===== src/rtl/maple_bus_pkg.sv =====
// Shared types and constants for the Maple Bus host transaction sequencer.
package maple_bus_pkg;

  localparam int MAPLE_TIMEOUT_W = 24;
  localparam int MAPLE_TURN_W    = 8;

  typedef enum logic [2:0] {
    ST_IDLE,
    ST_TX_ARM,
    ST_TX_ACTIVE,
    ST_TURN,
    ST_RX_WAIT,
    ST_RX_ACTIVE,
    ST_DONE
  } maple_state_e;

  localparam logic [2:0] MAPLE_ST_OK         = 3'd0;
  localparam logic [2:0] MAPLE_ST_TX_TIMEOUT = 3'd1;
  localparam logic [2:0] MAPLE_ST_RX_TIMEOUT = 3'd2;
  localparam logic [2:0] MAPLE_ST_RX_ERR     = 3'd3;
  localparam logic [2:0] MAPLE_ST_ABORT      = 3'd4;
  localparam logic [2:0] MAPLE_ST_NO_PKT     = 3'd5;

endpackage


===== src/rtl/maple_seq_timer.sv =====
// Phase timer: clearable up-counter that saturates at its limit and flags the
// last cycle of a limit-long window. A zero limit means "never expire".
module maple_seq_timer #(
  parameter int W = 24
) (
  input  logic         clk,
  input  logic         rst_n,
  input  logic         clr,
  input  logic [W-1:0] limit,
  output logic         hit
);

  localparam logic [W-1:0] ONE = 1;

  logic [W-1:0] count;
  logic [W-1:0] sat;

  // With no limit the counter parks at all-ones instead of wrapping.
  assign sat = (limit == '0) ? '1 : limit;
  assign hit = (limit != '0) && (count == limit - ONE);

  always_ff @(posedge clk or negedge rst_n) begin
    if (!rst_n) begin
      count <= '0;
    end else if (clr) begin
      count <= '0;
    end else if (count != sat) begin
      count <= count + ONE;
    end
  end

endmodule


===== src/rtl/maple_bus_sequencer.sv =====
// Maple Bus host exchange sequencer: TX enable, turnaround, bounded RX window.
// Optional sticky completion interrupt when MAPLE_SEQ_IRQ_EN is defined.
module maple_bus_sequencer
  import maple_bus_pkg::*;
#(
  parameter int TIMEOUT_W = MAPLE_TIMEOUT_W,
  parameter int TURN_W    = MAPLE_TURN_W
) (
  input  logic                 aclk,
  input  logic                 aresetn,
  input  logic                 start,
  input  logic                 abort,
  input  logic [TIMEOUT_W-1:0] cfg_timeout,
  input  logic [TURN_W-1:0]    cfg_turnaround,
  input  logic                 tx_pkt_avail,
  input  logic                 transmitting,
  input  logic                 receiving,
  input  logic                 rx_tvalid,
  input  logic                 rx_tready,
  input  logic                 rx_tlast,
`ifdef MAPLE_SEQ_IRQ_EN
  input  logic                 irq_on_ok,
  input  logic                 irq_clr,
`endif
  output logic                 tx_enable,
  output logic                 rx_enable,
  output logic                 bus_drive,
  output logic                 busy,
  output logic                 done,
  output logic [2:0]           status,
  output logic                 irq
);

  maple_state_e         state;
  logic [TIMEOUT_W-1:0] timeout_cfg;
  logic [TURN_W-1:0]    turn_cfg;
  logic                 timer_run;
  logic                 timer_clr;
  logic                 timer_hit;
  logic [TIMEOUT_W-1:0] timer_limit;

`ifdef MAPLE_SEQ_IRQ_EN
  logic irq_q;
  assign irq = irq_q;
`else
  assign irq = 1'b0;
`endif

  // TURN runs straight into RX_WAIT, so the timer is also restarted on its last cycle.
  always_comb begin
    timer_run   = (state == ST_TX_ARM) || (state == ST_TURN) || (state == ST_RX_WAIT);
    timer_clr   = !timer_run || ((state == ST_TURN) && timer_hit);
    timer_limit = (state == ST_TURN) ? TIMEOUT_W'(turn_cfg) : timeout_cfg;
  end

  maple_seq_timer #(
    .W(TIMEOUT_W)
  ) u_timer (
    .clk   (aclk),
    .rst_n (aresetn),
    .clr   (timer_clr),
    .limit (timer_limit),
    .hit   (timer_hit)
  );

  task automatic finish(input logic [2:0] code);
    state     <= ST_DONE;
    status    <= code;
    done      <= 1'b1;
    busy      <= 1'b0;
    tx_enable <= 1'b0;
    rx_enable <= 1'b0;
    bus_drive <= 1'b0;
`ifdef MAPLE_SEQ_IRQ_EN
    if ((code != MAPLE_ST_OK) || irq_on_ok) begin
      irq_q <= 1'b1;
    end
`endif
  endtask

  always_ff @(posedge aclk or negedge aresetn) begin
    if (!aresetn) begin
      state       <= ST_IDLE;
      status      <= MAPLE_ST_OK;
      tx_enable   <= 1'b0;
      rx_enable   <= 1'b0;
      bus_drive   <= 1'b0;
      busy        <= 1'b0;
      done        <= 1'b0;
      timeout_cfg <= '0;
      turn_cfg    <= '0;
`ifdef MAPLE_SEQ_IRQ_EN
      irq_q       <= 1'b0;
`endif
    end else begin
      done <= 1'b0;
`ifdef MAPLE_SEQ_IRQ_EN
      if (irq_clr) begin
        irq_q <= 1'b0;
      end
`endif
      // busy is high exactly in the abortable states (TX_ARM .. RX_ACTIVE).
      if (busy && abort) begin
        finish(MAPLE_ST_ABORT);
      end else begin
        case (state)
          ST_IDLE: begin
            if (start) begin
              timeout_cfg <= cfg_timeout;
              turn_cfg    <= cfg_turnaround;
              if (tx_pkt_avail) begin
                state     <= ST_TX_ARM;
                tx_enable <= 1'b1;
                bus_drive <= 1'b1;
                busy      <= 1'b1;
              end else begin
                finish(MAPLE_ST_NO_PKT);
              end
            end
          end
          ST_TX_ARM: begin
            if (transmitting) begin
              state <= ST_TX_ACTIVE;
            end else if (timer_hit) begin
              finish(MAPLE_ST_TX_TIMEOUT);
            end
          end
          ST_TX_ACTIVE: begin
            if (!transmitting) begin
              tx_enable <= 1'b0;
              bus_drive <= 1'b0;
              if (turn_cfg == '0) begin
                state     <= ST_RX_WAIT;
                rx_enable <= 1'b1;
              end else begin
                state <= ST_TURN;
              end
            end
          end
          ST_TURN: begin
            if (timer_hit) begin
              state     <= ST_RX_WAIT;
              rx_enable <= 1'b1;
            end
          end
          ST_RX_WAIT: begin
            if (receiving) begin
              state <= ST_RX_ACTIVE;
            end else if (timer_hit) begin
              finish(MAPLE_ST_RX_TIMEOUT);
            end
          end
          ST_RX_ACTIVE: begin
            // An accepted tlast beat outranks receiving dropping in the same cycle.
            if (rx_tvalid && rx_tready && rx_tlast) begin
              finish(MAPLE_ST_OK);
            end else if (!receiving) begin
              finish(MAPLE_ST_RX_ERR);
            end
          end
          ST_DONE: begin
            state <= ST_IDLE;
          end
          default: begin
            state <= ST_IDLE;
          end
        endcase
      end
    end
  end

endmodule


===== config.mk =====
export PLATFORM = sky130hd
export DESIGN_NAME = maple_bus_sequencer
export DESIGN_NICKNAME = d
export VERILOG_FILES = /design/src/rtl/maple_bus_pkg.sv /design/src/rtl/maple_seq_timer.sv /design/src/rtl/maple_bus_sequencer.sv
export SDC_FILE = /design/constraint.sdc
export NUM_CORES = 1
export LEC_CHECK = 0
export CAP_MARGIN = 20
export CORE_MARGIN = 1.5
export CORE_UTILIZATION = 63
export DETAILED_ROUTE_END_ITERATION = 10
export GPL_ROUTABILITY_DRIVEN = 0
export PLACE_DENSITY = 0.87
export SLEW_MARGIN = 20
export SYNTH_ARGS = -nofsm -noshare
export SYNTH_HDL_FRONTEND = slang
export SYNTH_SLANG_ARGS = --single-unit

===== constraint.sdc =====
create_clock -name aclk -period 10.4 [get_ports aclk]
set_clock_uncertainty 0.05 [all_clocks]
set_input_delay 2.08 -clock aclk [delete_from_list [all_inputs] [get_ports aclk]]
set_output_delay 2.08 -clock aclk [all_outputs]
set_load 0.01 [all_outputs]

==> impl_metrics.ini <==
[clock_network]
cts_tree = yes
cts_setup_buffers = 0
cts.sinks = 66
clk_latency_ns = 0.36
cts-hold-fix-buffers = 0
cts_resized = 0
ctsLongestPathBuffers = 2
path_clk_slew_ns = 0.08
htreeDepth = 3
numCtsBuffers = 9
root_buffer = clkbuf_8

[timing]
max_slew_margin_pct = 30.2
rsz0062_at_grt = no
period_minus_slack_ns = 5.43
hold_violations = 0
tns_ns = 0
finalMaxSlewViolations = 0
final-setup-viol-count = 0
max_freq_ghz = 0.184
period_share_pct = 52.2
tightest_slew_ns = 1.04
hold_ws_ns = 0.459

[floorplan]
die_area_um2 = 9160
coreArea_um2 = 8260
die_y_um = 95.7
fp-row-count = 33
initial_core_util_pct = 65.6
ios = 51
die_x_um = 95.7

[grt]
antenna_found_initial = 0
grt_max_degree = 67
grt_pass1_vias = 5238
overflow = 0
track_usage_pct = 35.7
grt_pass1_wl_um = 25300

[logic_synthesis]
synthTopCellsByArea = dfrtp_1 (30%), mux2_2 (7.1%), nor2_1 (5.2%)
synth.most_common_cell = nor2_1
synth_cell_types = 75
yosysWarnings = 0
postSynthAreaPerCell_um2 = 8.22
synth_edf_count = 0
synth_top_cell_by_area = dfrtp_1
synth_common_cells = nor2_1 (75), dfrtp_1 (66), nand2_1 (48)
ys_seq_elements = 66
netlist_area_um2 = 5420
postSynthCellCount = 659
ys.flop_type = dfrtp_1
ys_seq_area_share_pct = 30.5
async_flop_share_pct = 100
synth_top_area_share_pct = 30.5
syn-num-nets = 704

[setup_path]
cp-startpoint = state[0]
cp_slowest_stage_delay_ns = 0.68
worstSetupEndpointType = register
critPathKind = reg -> reg
critPathBufInv = 1
critPathArrivalTime_ns = 5.60
r2r-start = state[0]
worst-path-max-fanout = 55
startpoint_type = register
worstPathRequired_ns = 10.57
crit_chain = and3b_2 > buf_4 > mux2i_1 > ha_1 > nor3b_1 > nand3_1 > a2111oi_0 > xnor2_1 > o22ai_1 > nor4_1 > nand4_4 > o21ai_4 > nor2_1
critPathTopFamily = simple AND/OR/NAND/NOR gates
cp_slowest_cell = dfrtp_1

[power]
total_power_mw = 1.45
swShare_pct = 44.9
peakVddDrop_mv = 0.183
combPwrFrac_pct = 46.2
p_int_mw = 0.800
pwr-share-clk_pct = 17.6
power_frac_seq_pct = 36.2
switchingPower_mw = 0.653
power_density_nw_per_um2 = 239
leakage_nw = 2.31

[finish]
fin_nets = 711
antenna_cells = 0
fin_area_um2 = 6070
final_layout_size_suffix_gt1_share_pct = 10.6
syn2layout_area_growth_pct = 12.0
post-route-util_pct = 73.5

[place]
io_buffers = 49
hpwl_um = 10900
place_area_um2 = 5830

[routing]
routed_wl_um = 15500
initialDrtViolationCount = 751
wire_per_inst_um = 19.9
drc = 0
ant_nets = 0
viasPerCell = 7.09
dr.pass1.iters = 6
vias = 5503

[outcome]
status = finished, final reports clean

[min_path]
min_from = status[1]
hp-class = reg -> reg

[run]
maxCapViolCount = 0
-- state kept, by name (all words and copies together), names as in the netlist --
| signal | cells |
|---|---|
| bus_drive | 1 |
| u_timer.count | 24 |
| turn_cfg | 8 |
| state | 3 |
| done | 1 |
| rx_enable | 1 |
| status | 3 |
| timeout_cfg | 24 |
| busy | 1 |
-- per-stage QoR --
| stage | cells | setup slack (ns) |
|---|---|---|
| floorplan | 659 | 5.72 |
| global placement | 760 | 5.41 |
| detailed placement | 760 | 5.11 |
| CTS | 776 | 5.06 |
| global route | 776 | 4.52 |
| finish | 776 | 4.97 |
-- power groups by stage --
stage,Combinational (mW),Sequential (mW),Clock [mW]
after floorplan,0.558,0.418,0
after global placement,0.626,0.509,0
after detailed placement,0.652,0.517,0
after CTS,0.656,0.515,0.259
after global routing,0.728,0.537,0.273
final,0.671,0.525,0.256
-- worst register-to-register path: stages (launching register included) --
cell,delay (ns)
dfrtp_1,0.68
and3b_2,0.27
buf_4,0.48
mux2i_1,0.44
ha_1,0.29
nor3b_1,0.37
nand3_1,0.37
a2111oi_0,0.65
xnor2_1,0.18
o22ai_1,0.10
nor4_1,0.43
nand4_4,0.29
o21ai_4,0.58
nor2_1,0.12
-- final cells by class --
type | instances | area [um2]
flip-flops and latches | 66 | 1650
repair buffers | 56 | 538
clock buffers | 11 | 151
clock inverters | 5 | 85.1
well taps | 105 | 131
multi-input cells | 517 | 3450
inverters | 16 | 60.1
fillers | 658 | 2190
-- worst paths after layout --
| path | slack, ns | depth (start not counted) | to |
|---|---|---|---|
| min in group asynchronous | 1.87 | 2 | u_timer.count[17] |
| setup reg to reg | 4.97 | 13 | u_timer.count[21] |
| hold reg to reg | 0.46 | 1 | status[1] |
| max in group asynchronous | 7.87 | 2 | state[1] |
| setup / recovery | 4.97 | 13 | u_timer.count[21] |
| hold / removal | 0.46 | 1 | status[1] |
-- logic make-up (layout without fill, tap and decap cells) --
| family | after synthesis | count (layout) | share of synthesized area (%) |
|---|---|---|---|
| AND/OR/NAND/NOR | 279 | 279 | 27.4 |
| AO/OA/AOI/OAI | 146 | 146 | 19.4 |
| XOR/XNOR | 43 | 43 | 6.95 |
| adder cells (fa/ha/maj) | 3 | 3 | 0.693 |
| buffers and inverters | 76 | 88 | 5.82 |
| flip-flops | 66 | 66 | 30.5 |
| other | 1 | 1 | 0.0692 |
| multiplexers | 45 | 45 | 9.15 |
-- layout by cell type (no fill, tap or decap), types with 8 or more instances in the layout --
cell type	instances
nor2_1	75
dfrtp_1	66
nand2_1	48
clkdlybuf4s50_1	48
mux2_2	34
xnor2_1	31
o21ai_0	26
nor4_1	26
a21oi_1	25
nand3_1	22
nor3_1	21
inv_1	16
xor2_1	12
nand4_1	12
a31oi_1	12
clkbuf_8	11
nand2b_1	10
mux2i_1	9
or4_1	9
o31ai_1	8
a211oi_1	8
and2_1	8
o211ai_1	8
nor2b_1	8
-- routing by layer --
layer,wire length (um),GRT usage [%]
met5,0,0
met4,845,18.9
met3,1610,9.95
met2,7010,55.8
met1,6000,44.8
Power figures use the tool's default switching activity.
